[src/rtl/stepper_pkg.sv]
// rtl/stepper_pkg.sv - shared constants, FSM encoding and helpers for the step timing shaper
package stepper_pkg;

  typedef enum logic [1:0] {
    ST_IDLE       = 2'd0,
    ST_DIR_SETUP  = 2'd1,
    ST_PULSE_HIGH = 2'd2,
    ST_PULSE_LOW  = 2'd3
  } state_t;

  localparam logic [2:0] ADDR_PULSE_HIGH = 3'd0;
  localparam logic [2:0] ADDR_PULSE_LOW  = 3'd1;
  localparam logic [2:0] ADDR_DIR_SETUP  = 3'd2;
  localparam logic [2:0] ADDR_STATUS     = 3'd3;
  localparam logic [2:0] ADDR_POSITION   = 3'd4;
  localparam logic [2:0] ADDR_DROP_COUNT = 3'd5;

  localparam int DEF_PULSE_HIGH = 100;
  localparam int DEF_PULSE_LOW  = 100;
  localparam int DEF_DIR_SETUP  = 250;

  localparam logic [31:0] UNMAPPED_READ = 32'hDEAD_BEEF;

  // Increment that sticks at all-ones instead of wrapping.
  function automatic logic [31:0] sat_inc32(input logic [31:0] v);
    return (v == 32'hFFFF_FFFF) ? v : v + 32'd1;
  endfunction

endpackage

[src/rtl/step_timing_shaper_if.sv]
// rtl/step_timing_shaper_if.sv - CSR bus bundle between a host and the step timing shaper
interface step_timing_shaper_if;
  logic [2:0]  avs_s0_address;
  logic        avs_s0_write;
  logic        avs_s0_read;
  logic [31:0] avs_s0_writedata;
  logic [31:0] avs_s0_readdata;
  logic        avs_s0_waitrequest;

  modport master (
    output avs_s0_address, avs_s0_write, avs_s0_read, avs_s0_writedata,
    input  avs_s0_readdata, avs_s0_waitrequest
  );

  modport slave (
    input  avs_s0_address, avs_s0_write, avs_s0_read, avs_s0_writedata,
    output avs_s0_readdata, avs_s0_waitrequest
  );
endinterface

[src/rtl/step_event_fifo.sv]
// rtl/step_event_fifo.sv - small queue of pending step directions (1-bit entries)
module step_event_fifo #(
  parameter int DEPTH = 4
) (
  input  logic                   clk,
  input  logic                   reset,
  input  logic                   push_i,
  input  logic                   din_i,
  input  logic                   pop_i,
  output logic                   dout_o,
  output logic                   full_o,
  output logic                   empty_o,
  output logic [$clog2(DEPTH):0] level_o
);
  localparam int AW = $clog2(DEPTH);
  localparam logic [AW-1:0] PTR_ONE = AW'(1);
  localparam logic [AW:0]   LVL_ONE = (AW + 1)'(1);

  logic [DEPTH-1:0] mem_q;
  logic [AW-1:0]    wr_ptr_q;
  logic [AW-1:0]    rd_ptr_q;
  logic [AW:0]      level_q;
  logic             do_push;
  logic             do_pop;

  // Depth is a power of two, so the level MSB alone means full.
  assign empty_o = (level_q == '0);
  assign full_o  = level_q[AW];
  assign do_pop  = pop_i & ~empty_o;
  assign do_push = push_i & (~full_o | do_pop);
  assign dout_o  = mem_q[rd_ptr_q];
  assign level_o = level_q;

  // Pointer/level bookkeeping; a push into a full queue is accepted when a pop frees a slot.
  always_ff @(posedge clk) begin
    if (reset) begin
      mem_q    <= '0;
      wr_ptr_q <= '0;
      rd_ptr_q <= '0;
      level_q  <= '0;
    end else begin
      if (do_push) begin
        mem_q[wr_ptr_q] <= din_i;
        wr_ptr_q        <= wr_ptr_q + PTR_ONE;
      end
      if (do_pop) begin
        rd_ptr_q <= rd_ptr_q + PTR_ONE;
      end
      if (do_push && !do_pop) begin
        level_q <= level_q + LVL_ONE;
      end else if (do_pop && !do_push) begin
        level_q <= level_q - LVL_ONE;
      end
    end
  end
endmodule

[src/rtl/step_timing_shaper.sv]
// rtl/step_timing_shaper.sv - re-times raw STEP/DIR into pulses meeting driver setup/width limits
module step_timing_shaper
  import stepper_pkg::*;
#(
  parameter int FIFO_DEPTH = 4,
  parameter int CW         = 16
) (
  input  logic                 clk,
  input  logic                 reset,
  input  logic                 step_in,
  input  logic                 dir_in,
  step_timing_shaper_if.slave  avs,
  output logic                 step_out,
  output logic                 dir_out
);
  localparam int LW = $clog2(FIFO_DEPTH) + 1;

  state_t        state_q;
  logic [CW-1:0] cnt_q;
  logic [CW-1:0] pulse_high_q;
  logic [CW-1:0] pulse_low_q;
  logic [CW-1:0] dir_setup_q;
  logic          step_out_q;
  logic          dir_out_q;
  logic          step_prev_q;
  logic          overflow_q, overflow_d;
  logic [31:0]   position_q, position_d;
  logic [31:0]   drop_count_q, drop_count_d;
  logic [31:0]   readdata_q, readdata_d;

  logic          edge_det;
  logic          fifo_pop;
  logic          fifo_dout;
  logic          fifo_full;
  logic          fifo_empty;
  logic [LW-1:0] fifo_level;
  logic          drop;
  logic          enter_high;
  logic          busy;
  logic          wr_status;
  logic          wr_position;
  logic          wr_drop;

  // Cycle count for a phase of length max(v,1): counter runs down to zero inclusive.
  function automatic logic [CW-1:0] phase_len(input logic [CW-1:0] v);
    return (v == '0) ? '0 : v - CW'(1);
  endfunction

  step_event_fifo #(.DEPTH(FIFO_DEPTH)) u_fifo (
    .clk     (clk),
    .reset   (reset),
    .push_i  (edge_det),
    .din_i   (dir_in),
    .pop_i   (fifo_pop),
    .dout_o  (fifo_dout),
    .full_o  (fifo_full),
    .empty_o (fifo_empty),
    .level_o (fifo_level)
  );

  assign edge_det    = step_in & ~step_prev_q;
  assign fifo_pop    = (state_q == ST_IDLE) & ~fifo_empty;
  assign drop        = edge_det & fifo_full & ~fifo_pop;
  assign enter_high  = (fifo_pop & (fifo_dout == dir_out_q)) |
                       ((state_q == ST_DIR_SETUP) & (cnt_q == '0));
  assign busy        = (state_q != ST_IDLE) | ~fifo_empty;
  assign wr_status   = avs.avs_s0_write & (avs.avs_s0_address == ADDR_STATUS);
  assign wr_position = avs.avs_s0_write & (avs.avs_s0_address == ADDR_POSITION);
  assign wr_drop     = avs.avs_s0_write & (avs.avs_s0_address == ADDR_DROP_COUNT);

  assign step_out               = step_out_q;
  assign dir_out                = dir_out_q;
  assign avs.avs_s0_readdata    = readdata_q;
  assign avs.avs_s0_waitrequest = 1'b0;

  // Next-state for position, drop accounting and read mux; host writes take priority except a fresh drop keeps overflow set.
  always_comb begin
    position_d = position_q;
    if (enter_high) begin
      position_d = dir_out_q ? position_q - 32'd1 : position_q + 32'd1;
    end
    if (wr_position) begin
      position_d = avs.avs_s0_writedata;
    end

    overflow_d = overflow_q;
    if (wr_status && avs.avs_s0_writedata[0]) begin
      overflow_d = 1'b0;
    end
    if (drop) begin
      overflow_d = 1'b1;
    end

    drop_count_d = drop ? sat_inc32(drop_count_q) : drop_count_q;
    if (wr_drop) begin
      drop_count_d = '0;
    end

    readdata_d = readdata_q;
    if (avs.avs_s0_read) begin
      case (avs.avs_s0_address)
        ADDR_PULSE_HIGH: readdata_d = 32'(pulse_high_q);
        ADDR_PULSE_LOW:  readdata_d = 32'(pulse_low_q);
        ADDR_DIR_SETUP:  readdata_d = 32'(dir_setup_q);
        ADDR_STATUS:     readdata_d = {24'd0, 4'(fifo_level), 2'b00, busy, overflow_q};
        ADDR_POSITION:   readdata_d = position_q;
        ADDR_DROP_COUNT: readdata_d = drop_count_q;
        default:         readdata_d = UNMAPPED_READ;
      endcase
    end
  end

  // CSR storage, edge detector and counters.
  always_ff @(posedge clk) begin
    if (reset) begin
      pulse_high_q <= CW'(DEF_PULSE_HIGH);
      pulse_low_q  <= CW'(DEF_PULSE_LOW);
      dir_setup_q  <= CW'(DEF_DIR_SETUP);
      step_prev_q  <= 1'b0;
      overflow_q   <= 1'b0;
      position_q   <= '0;
      drop_count_q <= '0;
      readdata_q   <= '0;
    end else begin
      if (avs.avs_s0_write && avs.avs_s0_address == ADDR_PULSE_HIGH) pulse_high_q <= CW'(avs.avs_s0_writedata);
      if (avs.avs_s0_write && avs.avs_s0_address == ADDR_PULSE_LOW)  pulse_low_q  <= CW'(avs.avs_s0_writedata);
      if (avs.avs_s0_write && avs.avs_s0_address == ADDR_DIR_SETUP)  dir_setup_q  <= CW'(avs.avs_s0_writedata);
      step_prev_q  <= step_in;
      overflow_q   <= overflow_d;
      position_q   <= position_d;
      drop_count_q <= drop_count_d;
      readdata_q   <= readdata_d;
    end
  end

  // Pulse sequencer: timing values are sampled into cnt_q on phase entry, so mid-phase writes wait for the next phase.
  always_ff @(posedge clk) begin
    if (reset) begin
      state_q    <= ST_IDLE;
      cnt_q      <= '0;
      step_out_q <= 1'b0;
      dir_out_q  <= 1'b0;
    end else begin
      case (state_q)
        ST_IDLE: begin
          if (!fifo_empty) begin
            if (fifo_dout != dir_out_q) begin
              dir_out_q <= fifo_dout;
              cnt_q     <= phase_len(dir_setup_q);
              state_q   <= ST_DIR_SETUP;
            end else begin
              step_out_q <= 1'b1;
              cnt_q      <= phase_len(pulse_high_q);
              state_q    <= ST_PULSE_HIGH;
            end
          end
        end
        ST_DIR_SETUP: begin
          if (cnt_q == '0) begin
            step_out_q <= 1'b1;
            cnt_q      <= phase_len(pulse_high_q);
            state_q    <= ST_PULSE_HIGH;
          end else begin
            cnt_q <= cnt_q - CW'(1);
          end
        end
        ST_PULSE_HIGH: begin
          if (cnt_q == '0) begin
            step_out_q <= 1'b0;
            cnt_q      <= phase_len(pulse_low_q);
            state_q    <= ST_PULSE_LOW;
          end else begin
            cnt_q <= cnt_q - CW'(1);
          end
        end
        ST_PULSE_LOW: begin
          if (cnt_q == '0) begin
            state_q <= ST_IDLE;
          end else begin
            cnt_q <= cnt_q - CW'(1);
          end
        end
        default: state_q <= ST_IDLE;
      endcase
    end
  end
endmodule

[src/flat_wrapper.sv]
// flat-port wrapper written by rule: the top's interface ports become plain ports
module step_timing_shaper_flat import stepper_pkg::*;
#(
  parameter int FIFO_DEPTH = 4,
  parameter int CW         = 16
)
  (clk, reset, step_in, dir_in, step_out, dir_out, avs_avs_s0_address, avs_avs_s0_write, avs_avs_s0_read, avs_avs_s0_writedata, avs_avs_s0_readdata, avs_avs_s0_waitrequest);
  step_timing_shaper_if avs_i ();
  input  logic clk;
  input  logic reset;
  input  logic step_in;
  input  logic dir_in;
  output logic step_out;
  output logic dir_out;
  input wire logic [$bits(avs_i.avs_s0_address)-1:0] avs_avs_s0_address;
  input wire logic [$bits(avs_i.avs_s0_write)-1:0] avs_avs_s0_write;
  input wire logic [$bits(avs_i.avs_s0_read)-1:0] avs_avs_s0_read;
  input wire logic [$bits(avs_i.avs_s0_writedata)-1:0] avs_avs_s0_writedata;
  output wire logic [$bits(avs_i.avs_s0_readdata)-1:0] avs_avs_s0_readdata;
  output wire logic [$bits(avs_i.avs_s0_waitrequest)-1:0] avs_avs_s0_waitrequest;
  assign avs_i.avs_s0_address = avs_avs_s0_address;
  assign avs_i.avs_s0_write = avs_avs_s0_write;
  assign avs_i.avs_s0_read = avs_avs_s0_read;
  assign avs_i.avs_s0_writedata = avs_avs_s0_writedata;
  assign avs_avs_s0_readdata = avs_i.avs_s0_readdata;
  assign avs_avs_s0_waitrequest = avs_i.avs_s0_waitrequest;
  step_timing_shaper #(.FIFO_DEPTH(FIFO_DEPTH), .CW(CW)) u_core (.clk(clk), .reset(reset), .step_in(step_in), .dir_in(dir_in), .avs(avs_i), .step_out(step_out), .dir_out(dir_out));
endmodule
[config.mk]
export PLATFORM = sky130hd
export DESIGN_NAME = step_timing_shaper_flat
export DESIGN_NICKNAME = d
export VERILOG_FILES = /design/src/rtl/stepper_pkg.sv /design/src/rtl/step_timing_shaper_if.sv /design/src/rtl/step_event_fifo.sv /design/src/rtl/step_timing_shaper.sv /design/src/flat_wrapper.sv
export SDC_FILE = /design/constraint.sdc
export NUM_CORES = 1
export LEC_CHECK = 0
export BUFFER_PORTS_ARGS = -buffer_cell sky130_fd_sc_hd__buf_2
export CAP_MARGIN = 5
export CELL_PAD_IN_SITES_DETAIL_PLACEMENT = 0
export CELL_PAD_IN_SITES_GLOBAL_PLACEMENT = 1
export CORE_AREA = 5 5 173 175
export DETAILED_ROUTE_END_ITERATION = 10
export DIE_AREA = 0 0 178 180
export PLACE_DENSITY = 0.77
export SLEW_MARGIN = 15
export SYNTH_ARGS = -nofsm -noshare
export SYNTH_HDL_FRONTEND = slang
export SYNTH_HIERARCHICAL = 1
export SYNTH_SLANG_ARGS = --single-unit
[constraint.sdc]
create_clock -name clk -period 3.3 [get_ports clk]
set_input_delay 0.165 -clock clk [delete_from_list [all_inputs] [get_ports clk]]
set_output_delay 0.165 -clock clk [all_outputs]
set_load 0.01 [all_outputs]
# --- Word-level counts from Yosys, hierarchy flattened ---
# Index checks and enable logic that the tools add are counted.
totals:
  ff_bits: 177
  latch_bits: 0
  mem_bits_rw: 0
  romBits: 0
  output_inout_bits: 35
  wordCells: 126
  mem_count: 0
op_classes:
  addsub: 11
  n_mul: 0
  n_div: 0
  n_lt_le_gt_ge: 3
  n_eq_ne: 17
  shifts: 0
  n_mux: 33
  bitwise_logic: 19
  reduce_logical: 27
op_table:
  columns: ["op", "count"]
  rows:
  - ["$pmux W32 S6", 1]
  - ["$mux W16", 8]
  - ["$mux W32", 3]
  - ["$add A32 B1 Y32 const B", 2]
  - ["$logic_not A16 Y1", 4]
  - ["$pmux W16 S4", 1]
  - ["$sub A16 B1 Y16 const B", 4]
  - ["$eq A32 B32 Y1 const B", 1]
  - ["$sub A32 B1 Y32 const B", 1]
  - ["$and A1 B1 Y1", 11]
  - ["$mux W2", 5]
  - ["$mux W1", 8]
  - ["$ne A2 B2 Y1 const B", 4]
  - ["$pmux W2 S4", 1]
  - ["$reduce_bool A2 Y1", 4]
  - ["$logic_and A1 B1 Y1", 7]
  - ["$eq A3 B2 Y1 const B", 2]
  - ["$eq A3 B3 Y1 const B", 2]
  - ["$logic_not A3 Y1", 2]
  - ["$lt A2 B3 Y1 const B", 2]
  - ["$mux W3", 2]
  - ["$not A1 Y1", 5]
  - ["$reduce_and A5 Y1", 1]
  - ["$add A2 B1 Y2 const B", 2]
  - ["21 further kinds", 27]

# --- Longest topological paths before layout ---
# Gate-level depths: netlist (run 1).
depth:
  word_depth: 10
  mapped_depth: 12

# --- Modules after synthesis ---
# The synthesis (run 1) kept the hierarchy.
by_module_without_submodules:
  columns: ["module", "instances", "cells_per_inst", "area_per_inst_um2"]
  rows:
  - ["step_timing_shaper", 1, 1412, 10800.4]
  - ["step_event_fifo", 1, 61, 611.8]

# --- Worst setup path before layout (run 1) ---
# No wires, ideal clock.
synth_timing:
  path_kind: "register to register"
  from: "register u_core.dir_out_q (netlist: u_core/dir_out)"
  to: "register u_core.position_q[28]"
  setup_ps: 86
  t_arrival_ps: 3337
  required_ps: 3214
  slack_ps: -123
  path_stages_with_launch: 11
  cell_sequence: "dfxtp_1 > ha_1 > a21oi_1 > o211ai_1 > a221o_1 > a221o_1 > a2111o_1 > a41oi_1 > xnor2_1 > nand2_1 > a211oi_1"
synth_between:
  elab_chain_cells: 4
synth_rtl:
  columns: ["element", "line_no", "rtl"]
  rows:
  - ["from (decl)", "step_timing_shaper.sv:24", "logic dir_out_q;"]
  - ["from (signal assigned)", "step_timing_shaper.sv:148", "dir_out_q <= fifo_dout;"]
  - ["$eq A1 B1 Y1", "step_timing_shaper.sv:64", "assign enter_high = (fifo_pop & (fifo_dout == dir_out_q)) |"]
  - ["$and A1 B1 Y1", "step_timing_shaper.sv:64", null]
  - ["$or A1 B1 Y1", "step_timing_shaper.sv:64", null]
  - ["$reduce_bool A2 Y1 (no source line)", null, null]
  - ["to (signal assigned)", "step_timing_shaper.sv:130", "position_q <= position_d;"]
  - ["to (decl)", "step_timing_shaper.sv:27", "logic [31:0] position_q, position_d;"]
# Several ways; a longest one is shown, not always the timed one. The select of a mux whose other input is x is not followed.
# A chain may end at the register's enable or synchronous reset.

# --- Final worst setup path (run 1) ---
layout_timing:
  from: "register u_core.dir_setup_q[4]"
  to: "register u_core.cnt_q[12]"
layout_between:
  elab_chain_cells: 5
layout_rtl:
  columns: ["element", "line_no", "rtl"]
  rows:
  - ["from (decl)", "step_timing_shaper.sv:22", "logic [CW-1:0] dir_setup_q;"]
  - ["from (signal assigned)", "step_timing_shaper.sv:118", "dir_setup_q <= CW'(DEF_DIR_SETUP);"]
  - ["from (signal assigned)", "step_timing_shaper.sv:127", "if (avs.avs_s0_write && avs.avs_s0_address == ADDR_DIR_SETUP) dir_setup_q <= CW'(avs.avs_s0_writedata);"]
  - ["$sub A16 B1 Y16 / $logic_not A16 Y1 (equally long branches)", "step_timing_shaper.sv:46", "return (v == '0) ? '0 : v - CW'(1);"]
  - ["$mux W16 *", "step_timing_shaper.sv:46", null]
  - ["$mux W16 *", "step_timing_shaper.sv:147", "if (fifo_dout != dir_out_q) begin"]
  - ["$mux W16 *", "step_timing_shaper.sv:146", "if (!fifo_empty) begin"]
  - ["$pmux W16 S4 *", "step_timing_shaper.sv:144", "case (state_q)"]
  - ["to (signal assigned)", "step_timing_shaper.sv:149", "cnt_q <= phase_len(dir_setup_q);"]
  - ["to (signal assigned)", "step_timing_shaper.sv:153", "cnt_q <= phase_len(pulse_high_q);"]
  - ["to (signal assigned)", "step_timing_shaper.sv:161", "cnt_q <= phase_len(pulse_high_q);"]
  - ["to (decl)", "step_timing_shaper.sv:19", "logic [CW-1:0] cnt_q;"]
# Mark *: on every way between the ends. The rest lies on a longest branch, timed or not. The select of a mux whose other input is x is not followed.

==> implementation parameters, run 1 <==
Parameter                              Value

STA
  Final critical-path share of the clock period    93.08%
  Transition time at the pin with the least slew margin    0.8224 ns
  Worst clock skew    0.01419 ns
  Endpoints failing setup    0
  Setup repair after global routing missed its margin    no
  PnR worst setup slack    0.2284 ns
  Setup TNS    0 ns
  Crit path time final    3.072 ns
  Max-slew violation count    0
  Hold Slack    0.02017 ns
  Maximum clock rate    0.3256 GHz
  Number of endpoints with negative hold slack in the final report    0
  Normalized max-slew margin    45.17%

Floorplan
  Initial Util    40.30%
  Placeable core region    0.02831 mm2
  Die boundary height    180 um
  Placement row count    62
  Top-level port count    76
  Die boundary width    178 um
  Die area    0.03204 mm2

Synthesis
  Most used DFF post-synth    sky130_fd_sc_hd__dfxtp_1
  Number of enable-type register cells in the synthesized netlist    0
  Warnings from Yosys    6
  Syn Area/Cell    ~7.7 um2
  Dominant cells by area after synthesis    sky130_fd_sc_hd__dfxtp_1 (31%), sky130_fd_sc_hd__nand2_1 (7.3%), sky130_fd_sc_hd__a21oi_1 (6.0%)
  Cell with the most instances after synthesis    sky130_fd_sc_hd__nand2_1
  Number of distinct library cells after synthesis    between 70 and 80
  Syn nets    1565
  Post-Synthesis Cells    1473
  Netlist area before placement    0.01141 mm2
  Asr flop ratio synth    0%
  Area leader, netlist    sky130_fd_sc_hd__dfxtp_1
  Synth cell count leaders    sky130_fd_sc_hd__nand2_1 (222), sky130_fd_sc_hd__dfxtp_1 (177), sky130_fd_sc_hd__nor2_1 (153)
  Area share of the leading cell type in the synthesized netlist    between 30 and 40%
  Number of synthesized register bits    177
  Sequential share of the synthesized area    31.05%

Run status
  Run status    complete, no violations

Global routing
  Largest net degree at the start of global routing    105
  Number of antenna violations at the first check in global routing    0
  Final global-route overflow total    0
  Met3 routing resource usage after global routing    3.571%
  Met2 demand-to-capacity share in global routing    33.65%
  Wire length of the first global-routing pass    a little under 60000 um
  Vias in the first global route    approximately 10000
  Overall global routing resource usage    22.89%
  Grt peak-use layer    met1
  Met1 usage    34.16%

Worst setup path
  Logic depth of the worst register-to-register path    8
  CP top delay family    simple AND/OR/NAND/NOR gates
  Buffering stage count on the worst path with inverters included    1
  Arrival time of data at the critical path endpoint    3.38 ns
  Category of the worst setup path launch point    register
  Setup CP Type    reg -> reg
  Worst Path Max Fanout    11
  Cell depth of the worst setup path    8
  Critical Path, Cell by Cell    or4_1 > or3_4 > or4_4 > o41ai_4 > buf_4 > o21ai_1 > a211oi_1 > nor3_1
  Largest stage delay, worst path    0.60 ns
  Data required, critical path    3.60 ns
  Cell type of the slowest stage on the worst timing path    sky130_fd_sc_hd__or4_1
  Type of destination of the critical path    register

Clock network
  Number of H-tree levels    4
  Post-CTS setup buffer count    0
  Clk root buf    sky130_fd_sc_hd__clkbuf_16
  Clock input transition at the sequential cells of the worst setup and hold paths    0.08 ns
  Number of sinks driven by the clock tree    roughly 180
  Clock latency of the later-clocked register in the worst-skew pair    about 0.44 ns
  Number of buffers on the longest clock path    2
  CTS buffer count    17
  TritonCTS clock tree    built

Route
  Number of DRC markers after the initial detailed-route iteration    865
  Post-DR vias/cell    5.617
  DR vias    between 10000 and 15000
  Detailed-routing iteration count for the pre-antenna-repair pass    5
  Routed WL    36840 um
  Residual DRC    0
  Antenna violation net count after detailed routing    0
  Post-DR wirelength/cell    19.13 um

Finish
  Layout cells sized above 1    12.78%
  Antenna diode instance count    0
  P&R area growth vs syn    13.79%
  Number of filler instances in the final layout    2836
  # nets final    1621

Pwr
  Total power divided by cell area    a little under 600 mW/mm2
  Worst voltage drop across the vdd grid    0.3638 mV
  Leakage power figure    between 0.005 and 0.006 uW

Job
  Max capacitance violation total    0

Min path
  Worst min-delay path category    in -> reg
  Number of instances on the worst hold path    3

Placed design
  Final weighted congestion of routability-driven global placement    0.9452
  Number of buffer cells added on primary ports    between 70 and 80
  Total half-perimeter wirelength after legalization and detailed placement    about 28000 um
  Place WS    0.2140 ns
## state kept, by name, indices dropped and copies added, names as in the netlist
signal	count
u_core/step_out	1
u_core/u_fifo/level_o	3
u_core/u_fifo/wr_ptr_q	2
u_core/u_fifo/rd_ptr_q	2
u_core/u_fifo/mem_q	4
u_core/dir_out	1
u_core/pulse_high_q	16
u_core/step_prev_q	1
u_core/cnt_q	16
u_core/drop_count_q	32
u_core/dir_setup_q	16
u_core/avs.avs_s0_readdata	32
u_core/pulse_low_q	16
u_core/position_q	32
u_core/state_q	2
u_core/overflow_q	1
## path summary, 6_finish.rpt
kind / from / to / slack (ns)
max: u_core/dir_setup_q[4] / u_core/cnt_q[12] / 0.23
min: avs_avs_s0_writedata[29] / u_core/position_q[29] / 0.02
max reg2reg: u_core/dir_setup_q[4] / u_core/cnt_q[12] / 0.23
min reg2reg: u_core/overflow_q / u_core/overflow_q / 0.46
## kinds of logic (layout without fill, tap and decap cells)
logic type                 count (synthesis)  after routing  synth area share (%)
DFF                                      177            177                 31.05
adders and majority gates                 51             51                 5.723
and+or+nand+nor                          596            596                 24.20
buffers and inverters                    119            188                 4.188
AOI/OAI and AO/OA                        370            370                 21.36
other                                      1              1               0.03286
xor gates and xnor gates                 114            114                 8.749
muxes                                     45             45                 4.703
## repair_timing
| item | 4_1_cts | 5_1_grt |
|---|---|---|
| hold buffers | 7 | 0 |
| hold endpoints to repair | 10 | 0 |
| setup endpoints to repair | 0 | 4 |
| gates resized for setup | 0 | 3 |
## power breakdown
group | switching (uW) | internal (uW)
clock | 983 | 1180
sequential | 293 | 2370
combinational | 1760 | 1160
total | 3030 | 4700
## per-layer routing
| layer | wire [um] | up-vias |
|---|---|---|
| li1 | - | 5344 |
| met4 | 954 | 0 |
| met1 | 18000 | 5090 |
| met3 | 1976 | 51 |
| met2 | 15910 | 334 |
| met5 | 0 | - |
## placed cells by master (no fill, tap or decap), types with 12 or more instances in the layout
cell	n
sky130_fd_sc_hd__xor2_1	51
sky130_fd_sc_hd__a21oi_1	137
sky130_fd_sc_hd__buf_2	73
sky130_fd_sc_hd__o21ai_0	36
sky130_fd_sc_hd__nand2b_1	29
sky130_fd_sc_hd__inv_1	33
sky130_fd_sc_hd__o21ai_1	16
sky130_fd_sc_hd__nor3_1	43
sky130_fd_sc_hd__mux2_2	19
sky130_fd_sc_hd__nand2_1	222
sky130_fd_sc_hd__a21o_1	21
sky130_fd_sc_hd__a211oi_1	27
sky130_fd_sc_hd__buf_4	40
sky130_fd_sc_hd__nand3b_1	13
sky130_fd_sc_hd__xnor2_1	63
sky130_fd_sc_hd__o211ai_1	28
sky130_fd_sc_hd__clkbuf_16	17
sky130_fd_sc_hd__and3_1	17
sky130_fd_sc_hd__nor2_1	153
sky130_fd_sc_hd__a311oi_1	21
sky130_fd_sc_hd__o22ai_1	12
sky130_fd_sc_hd__dfxtp_1	176
sky130_fd_sc_hd__nand3_1	43
sky130_fd_sc_hd__mux2i_1	21
sky130_fd_sc_hd__nor2b_1	14
sky130_fd_sc_hd__ha_1	49
## per-stage QoR
stage	power (uW)	cells	instance area, um2	util, %
after detailed placement	5556	1887	12270	43.34
after global placement	5531	1887	12270	43.34
after CTS	7730	1926	12970	45.81
after global routing	8209	1926	12990	45.86
after floorplan	4658	1473	11410	-
final	7738	1926	12990	45.86
## final cells by class
| type | instances | area [um2] | area share (%) |
|---|---|---|---|
| clock inverter | 14 | 190.2 | 1.464 |
| multi-input combinational | 1177 | 7410 | 57.06 |
| clock buffer | 18 | 439.2 | 3.382 |
| tap | 384 | 480.5 | 3.700 |
| inverter | 33 | 123.9 | 0.9539 |
| sequential | 177 | 3547 | 27.31 |
| timing repair buffer | 123 | 795.8 | 6.128 |
## worst register-to-register path: stages, from the launching register on
cell	delay [ns]
sky130_fd_sc_hd__dfxtp_1	0.38
sky130_fd_sc_hd__or4_1	0.60
sky130_fd_sc_hd__or3_4	0.37
sky130_fd_sc_hd__or4_4	0.46
sky130_fd_sc_hd__o41ai_4	0.39
sky130_fd_sc_hd__buf_4	0.27
sky130_fd_sc_hd__o21ai_1	0.09
sky130_fd_sc_hd__a211oi_1	0.30
sky130_fd_sc_hd__nor3_1	0.08
Power figures use the tool's default switching activity.
==> run 2, diff against run 1 <==
--- a/config.mk
+++ b/config.mk
@@ -12,7 +12,7 @@
 export CORE_AREA = 5 5 173 175
 export DETAILED_ROUTE_END_ITERATION = 10
 export DIE_AREA = 0 0 178 180
-export PLACE_DENSITY = 0.77
+export PLACE_DENSITY_LB_ADDON = 0.1
 export SLEW_MARGIN = 15
 export SYNTH_ARGS = -nofsm -noshare
 export SYNTH_HDL_FRONTEND = slang
==> run 2 against run 1 <==
Routed wire length increased by 5.7%; non-clock buffer count unchanged; combinational power increased by 4%; final cell count unchanged; via count decreased by 0.23%; clock power decreased by 6%; worst setup slack got worse by 0.028 ns; sequential share of layout area increased by 0.057 points; sequential power decreased by 2%; first-iteration DRC count decreased by 8.3%; die area unchanged; highest routed layer unchanged.
==> implementation parameters, run 2 (synthesized netlist as in run 1, its figures left out) <==
Parameter                              Value

Worst setup path
  Data required, critical path    around 3.7 ns
  Type of destination of the critical path    register
  Setup CP Type    reg -> reg
  Startpoint of the worst-slack reg-to-reg timing path    u_core/dir_out
  CP Launch Point    u_core/dir_out
  Arrival time of data at the critical path endpoint    3.46 ns
  Worst Path Max Fanout    17
  Category of the worst setup path launch point    register

Clock network
  Clk root buf    sky130_fd_sc_hd__clkbuf_16
  TritonCTS clock tree    built
  Number of H-tree levels    4
  Clock latency of the later-clocked register in the worst-skew pair    roughly 0.45 ns
  Number of buffers on the longest clock path    2
  Number of sinks driven by the clock tree    177
  Clock input transition at the sequential cells of the worst setup and hold paths    ~0.080 ns
  CTS buffer count    17
  Post-CTS setup buffer count    0

Finish
  Commonest cells after routing, fill and taps aside    sky130_fd_sc_hd__nand2_1 (222), sky130_fd_sc_hd__dfxtp_1 (176), sky130_fd_sc_hd__nor2_1 (153), sky130_fd_sc_hd__a21oi_1 (137), sky130_fd_sc_hd__buf_2 (73)
  # nets final    1621
  Antenna diode instance count    0
  Layout cells sized above 1    around an eighth
  Number of filler instances in the final layout    2917
  Most common cell after layout, fill and taps aside    sky130_fd_sc_hd__nand2_1
  Final core occ    between 40% and 50%
  P&R area growth vs syn    13.47%

Pwr
  Combinational fraction of design power    39.6%
  Leakage power figure    a little over 0.005 uW
  Sw Pwr    3128 uW
  Internal    roughly 4600 uW
  Total power divided by cell area    593.5 mW/mm2
  Clk pwr share    26.3%
  Switching Fraction    roughly 41%
  Worst voltage drop across the vdd grid    0.3349 mV
  Sequential Power Share    34.1%

Min path
  Worst min-delay path category    in -> reg
  Hold Startpoint    avs_avs_s0_writedata[27]

Placed design
  Final weighted congestion of routability-driven global placement    0.8834
  Total half-perimeter wirelength after legalization and detailed placement    between 20000 and 30000 um
  Number of buffer cells added on primary ports    74

Route
  Met2 layer wire length in the routed design    roughly 17000 um
  Post-DR wirelength/cell    slightly above 20 um
  DR vias    around 11000
  Number of DRC markers after the initial detailed-route iteration    793
  Residual DRC    0
  Routed metal-1 wire length    19550 um
  Detailed-routing iteration count for the pre-antenna-repair pass    5
  Top routing layer in use    met4
  Post-DR vias/cell    ~5.6
  DR WL met3    1684 um
  Routed WL    ~40000 um
  Antenna violation net count after detailed routing    0

STA
  Max-slew violation count    0
  Maximum clock rate    0.3226 GHz
  Final critical-path share of the clock period    93.92%
  Transition time at the pin with the least slew margin    a little over 0.9 ns
  Number of endpoints with negative hold slack in the final report    0
  Worst clock skew    0.01349 ns
  Setup TNS    0 ns
  Endpoints failing setup    0
  Normalized max-slew margin    a little under two fifths
  Crit path time final    3.099 ns
  Setup repair after global routing missed its margin    no

Floorplan
  Top-level port count    76
  Die area    0.03204 mm2
  Die boundary width    178 um
  Placement row count    62
  Placeable core region    0.02831 mm2
  Initial Util    between 40% and 50%
  Die boundary height    between 150 and 200 um

Global routing
  Vias in the first global route    around 10000
  Wire length of the first global-routing pass    roughly 60000 um
  Largest net degree at the start of global routing    about 100
  Number of antenna violations at the first check in global routing    0
  Overall global routing resource usage    23.89%
  Final global-route overflow total    0

Job
  Max capacitance violation total    0

Run status
  Run status    complete, no violations
-- run 2: per-layer routing --
metal  global-route usage, %  up-vias
li1                        -     5355
met4                   4.579        0
met5                       0        -
met2                   36.63      253
met1                   36.12     5149
met3                   2.878       37
-- run 2: what timing repair did --
item	CTS	global route
hold endpoints to repair	7	0
endpoints found under the setup margin	0	1
resized for setup	0	5
hold buffers	7	0
-- run 2: path summary, 6_finish.rpt --
kind                                          to  slack [ns]  cells after the start
setup / recovery           u_core/position_q[28]        0.20                     11
setup reg to reg           u_core/position_q[28]        0.20                     11
hold reg to reg   u_core/avs.avs_s0_readdata[26]        0.47                      2
hold / removal             u_core/position_q[27]        0.01                      3
-- run 2: layout make-up --
type | count | area (um2) | area share (%)
sequential | 177 | 3545 | 27.37
timing repair buffer | 123 | 812.0 | 6.271
multi-input combinational | 1177 | 7415 | 57.26
inverter | 33 | 123.9 | 0.9565
clock inverter | 15 | 148.9 | 1.150
clock buffer | 17 | 425.4 | 3.285
tap | 384 | 480.5 | 3.710
-- run 2: power by group through the flow --
stage | clock network (uW) | logic (uW) | registers, uW
global placement | 0 | 3000 | 2660
finish | 2020 | 3040 | 2620
detailed placement | 0 | 2990 | 2660
CTS | 2070 | 3010 | 2620
global route | 2150 | 3340 | 2650
floorplan | 0 | 2050 | 2610
-- run 2: worst max-delay path, cell delays in order (launching register included) --
cell and delay (ns):
sky130_fd_sc_hd__dfxtp_2 0.42, sky130_fd_sc_hd__buf_4 0.28, sky130_fd_sc_hd__ha_1 0.34, sky130_fd_sc_hd__o21ai_0 0.19, sky130_fd_sc_hd__a21oi_1 0.09, sky130_fd_sc_hd__a221o_1 0.30, sky130_fd_sc_hd__a221o_1 0.38, sky130_fd_sc_hd__a2111o_1 0.38
sky130_fd_sc_hd__a41oi_1 0.24, sky130_fd_sc_hd__xnor2_1 0.14, sky130_fd_sc_hd__nand2_1 0.06, sky130_fd_sc_hd__a211oi_1 0.19
-- run 2: metrics by stage --
stage / hold slack [ns] / total power, uW / instances / cell area, um2 / worst slack [ns]
3_5_place_dp: 0.3968 / 5657 / 1887 / 12280 / 0.2078
4_1_cts: 0.0004645 / 7703 / 1926 / 12930 / 0.1551
6_report: 0.01210 / 7686 / 1926 / 12950 / 0.2006
2_1_floorplan: 0.2828 / 4658 / 1473 / 11410 / 0.2232
5_1_grt: 0.003138 / 8143 / 1926 / 12950 / 0.03093
3_3_place_gp: 0.3922 / 5661 / 1887 / 12280 / 0.1853
==> run 3, diff against run 2 <==
==> constraint.sdc (replaced) <==
create_clock -name clk -period 3.3 [get_ports clk]
set_input_delay 0.165 -clock clk [delete_from_list [all_inputs] [get_ports clk]]
set_output_delay 0.165 -clock clk [all_outputs]
set_load 0.1 [all_outputs]
==> run 3 against run 2 <==
Clock skew up 0.0051 ns; sequential share of layout area decreased by 0.15 points; first-iteration DRC count is 35% higher; final area is 0.62% higher; die area unchanged; final cell count increased by 0.26%; utilization grew 0.28 points; worst hold slack better by 0.0026 ns; sequential cell count did not move.
==> implementation parameters, run 3 (synthesized netlist as in run 1, its figures left out) <==
Parameter                              Value

Run status
  Run status    complete, no violations

Placed design
  Final weighted congestion of routability-driven global placement    0.9158
  Total half-perimeter wirelength after legalization and detailed placement    29920 um
  Placed Instances    approximately 1900
  Number of buffer cells added on primary ports    74
  Cell area after placement    0.01231 mm2

Clock network
  Clock latency of the later-clocked register in the worst-skew pair    about 0.44 ns
  TritonCTS clock tree    built
  Number of buffers on the longest clock path    2
  CTS buffer count    17
  Number of sinks driven by the clock tree    ~180
  Clock input transition at the sequential cells of the worst setup and hold paths    0.08 ns
  Number of H-tree levels    4
  Clk root buf    sky130_fd_sc_hd__clkbuf_16

Finish
  Layout cells sized above 1    13.06%
  Final Instance Count excl. Fillers    1931
  Antenna diode instance count    0
  # nets final    around 1600
  Most common cell after layout, fill and taps aside    sky130_fd_sc_hd__nand2_1
  Commonest cells after routing, fill and taps aside    sky130_fd_sc_hd__nand2_1 (222), sky130_fd_sc_hd__dfxtp_1 (176), sky130_fd_sc_hd__nor2_1 (153), sky130_fd_sc_hd__a21oi_1 (136), sky130_fd_sc_hd__buf_2 (73)
  Non-Filler Cell Area, Final    0.01303 mm2
  Number of filler instances in the final layout    2920
  P&R area growth vs syn    14.18%

STA
  Hold Slack    0.01467 ns
  Crit path time final    3.073 ns
  Number of endpoints with negative hold slack in the final report    0
  Endpoints failing setup    0
  Worst clock skew    roughly 0.019 ns
  Max-slew violation count    0
  Maximum clock rate    between 0.3 and 0.4 GHz
  Normalized max-slew margin    42.83%
  Transition time at the pin with the least slew margin    0.8576 ns
  Final critical-path share of the clock period    between 90% and 100%

Job
  Max capacitance violation total    0

Pwr
  Leakage power figure    between 0.005 and 0.006 uW
  Worst voltage drop across the vdd grid    0.3735 mV
  Total power divided by cell area    around 610 mW/mm2
  Switching Fraction    about 43%
  Clk pwr share    26.8%
  Sequential Power Share    32.8%
  Combinational fraction of design power    roughly two fifths
  Sw Pwr    3411 uW
  Power after layout    8009 uW
  Internal    4598 uW

Worst setup path
  CP Launch Point    u_core/dir_out
  Logic depth of the worst register-to-register path    10
  Worst Path Max Fanout    11
  Flop-to-flop setup slack    about 0.23 ns
  Data required, critical path    between 3 and 4 ns
  R2r endpoint    u_core/position_q[28]
  Largest stage delay, worst path    0.41 ns
  CP top delay family    compound AO/OA/AOI/OAI gates
  Buffering stage count on the worst path with inverters included    0
  Worst path most repeated cell    sky130_fd_sc_hd__a221o_1
  Category of the worst setup path launch point    register
  Startpoint of the worst-slack reg-to-reg timing path    u_core/dir_out
  Arrival time of data at the critical path endpoint    ~3.4 ns
  Type of destination of the critical path    register
  Cell depth of the worst setup path    10
  Critical Path, Cell by Cell    ha_1 > a21oi_1 > o211ai_1 > a221o_1 > a221o_1 > a2111o_1 > a41oi_1 > xnor2_1 > nand2_1 > a211oi_1
  Cell type of the slowest stage on the worst timing path    sky130_fd_sc_hd__dfxtp_4
  Setup CP Type    reg -> reg
  Timing endpoint of the critical path    u_core/position_q[28]

Route
  Number of DRC markers after the initial detailed-route iteration    ~1100
  Residual DRC    0
  Top routing layer in use    met4
  Post-DR wirelength/cell    20.64 um
  Post-DR vias/cell    roughly 5.6
  Detailed-routing iteration count for the pre-antenna-repair pass    5
  Met2 layer wire length in the routed design    17570 um
  DR vias    10820
  Antenna violation net count after detailed routing    0
  DR WL met3    1950 um
  Routed WL    39860 um
  Routed metal-1 wire length    19780 um

Global routing
  Overall global routing resource usage    24.43%
  Vias in the first global route    10230
  Wire length of the first global-routing pass    between 60000 and 70000 um
  Number of antenna violations at the first check in global routing    0
  Largest net degree at the start of global routing    106
  Final global-route overflow total    0

Floorplan
  Die boundary width    between 150 and 200 um
  Die boundary height    180 um
  Placeable core region    0.02831 mm2
  Initial Util    40.30%
  Placement row count    62
  Die area    about 0.032 mm2
  Top-level port count    between 70 and 80

Min path
  Worst min-delay path category    in -> reg
[run 3: changes by cell type in the layout (fill, tap and decap cells not counted), moves of 2 or more]
cell                       change
sky130_fd_sc_hd__inv_6         +2
sky130_fd_sc_hd__inv_8         -2
sky130_fd_sc_hd__clkinv_4      -5
sky130_fd_sc_hd__buf_4         +5
sky130_fd_sc_hd__clkinv_8      +5
[run 3: power by group through the flow]
stage	combinational, uW	clock [uW]	sequential (uW)
2_1_floorplan	2050	0	2800
4_1_cts	3210	2190	2620
5_1_grt	3520	2260	2660
6_report	3240	2150	2620
3_5_place_dp	3190	0	2670
3_3_place_gp	3180	0	2670
[run 3: area by class of cell]
class                      count  area (um2)  share of cell area [%]
clock buffer                  18       439.2                   3.370
clock inverter                14       185.2                   1.421
inverter                      33       123.9                  0.9506
multi-input combinational   1177        7406                   56.84
sequential                   177        3547                   27.22
tap                          384       480.5                   3.687
timing repair buffer         128       848.3                   6.510
[run 3: worst min-delay path by stage]
stage / from / slack (ns) / end / depth (start not counted)
floorplan: avs_avs_s0_writedata[1] / 0.28 / u_core/dir_setup_q[1] / 1
global placement: step_in / 0.39 / u_core/step_prev_q / 2
detailed placement: step_in / 0.39 / u_core/step_prev_q / 2
CTS: avs_avs_s0_writedata[12] / 0.007 / u_core/pulse_high_q[12] / 3
global route: avs_avs_s0_writedata[26] / 0.01 / u_core/position_q[26] / 3
finish: avs_avs_s0_writedata[28] / 0.01 / u_core/position_q[28] / 3
[run 3: stage by stage]
step	TNS, ns	util, %	worst slack, ns
floorplan	0	-	0.1774
global placement	0	43.47	0.2308
detailed placement	0	43.47	0.2475
CTS	0	45.96	0.2180
global route	-0.002344	46.02	-0.002344
finish	0	46.02	0.2273
[run 3: metal layers]
metal,GRT usage [%],vias to the layer above
met5,0,-
met4,5.260,0
met3,2.815,30
met2,37.26,266
met1,36.94,5156
li1,-,5364
[run 3: timing repair]
action	4_1_cts	5_1_grt
endpoints found under the setup margin	0	1
buffers inserted	0	1
hold buffers	8	0
gates resized for setup	0	3
hold endpoints to repair	10	0
[run 3: tightest hold or removal path: stages]
cell	delay, ns
sky130_fd_sc_hd__buf_2	0.10
sky130_fd_sc_hd__nor2_1	0.10
sky130_fd_sc_hd__a211oi_1	0.05
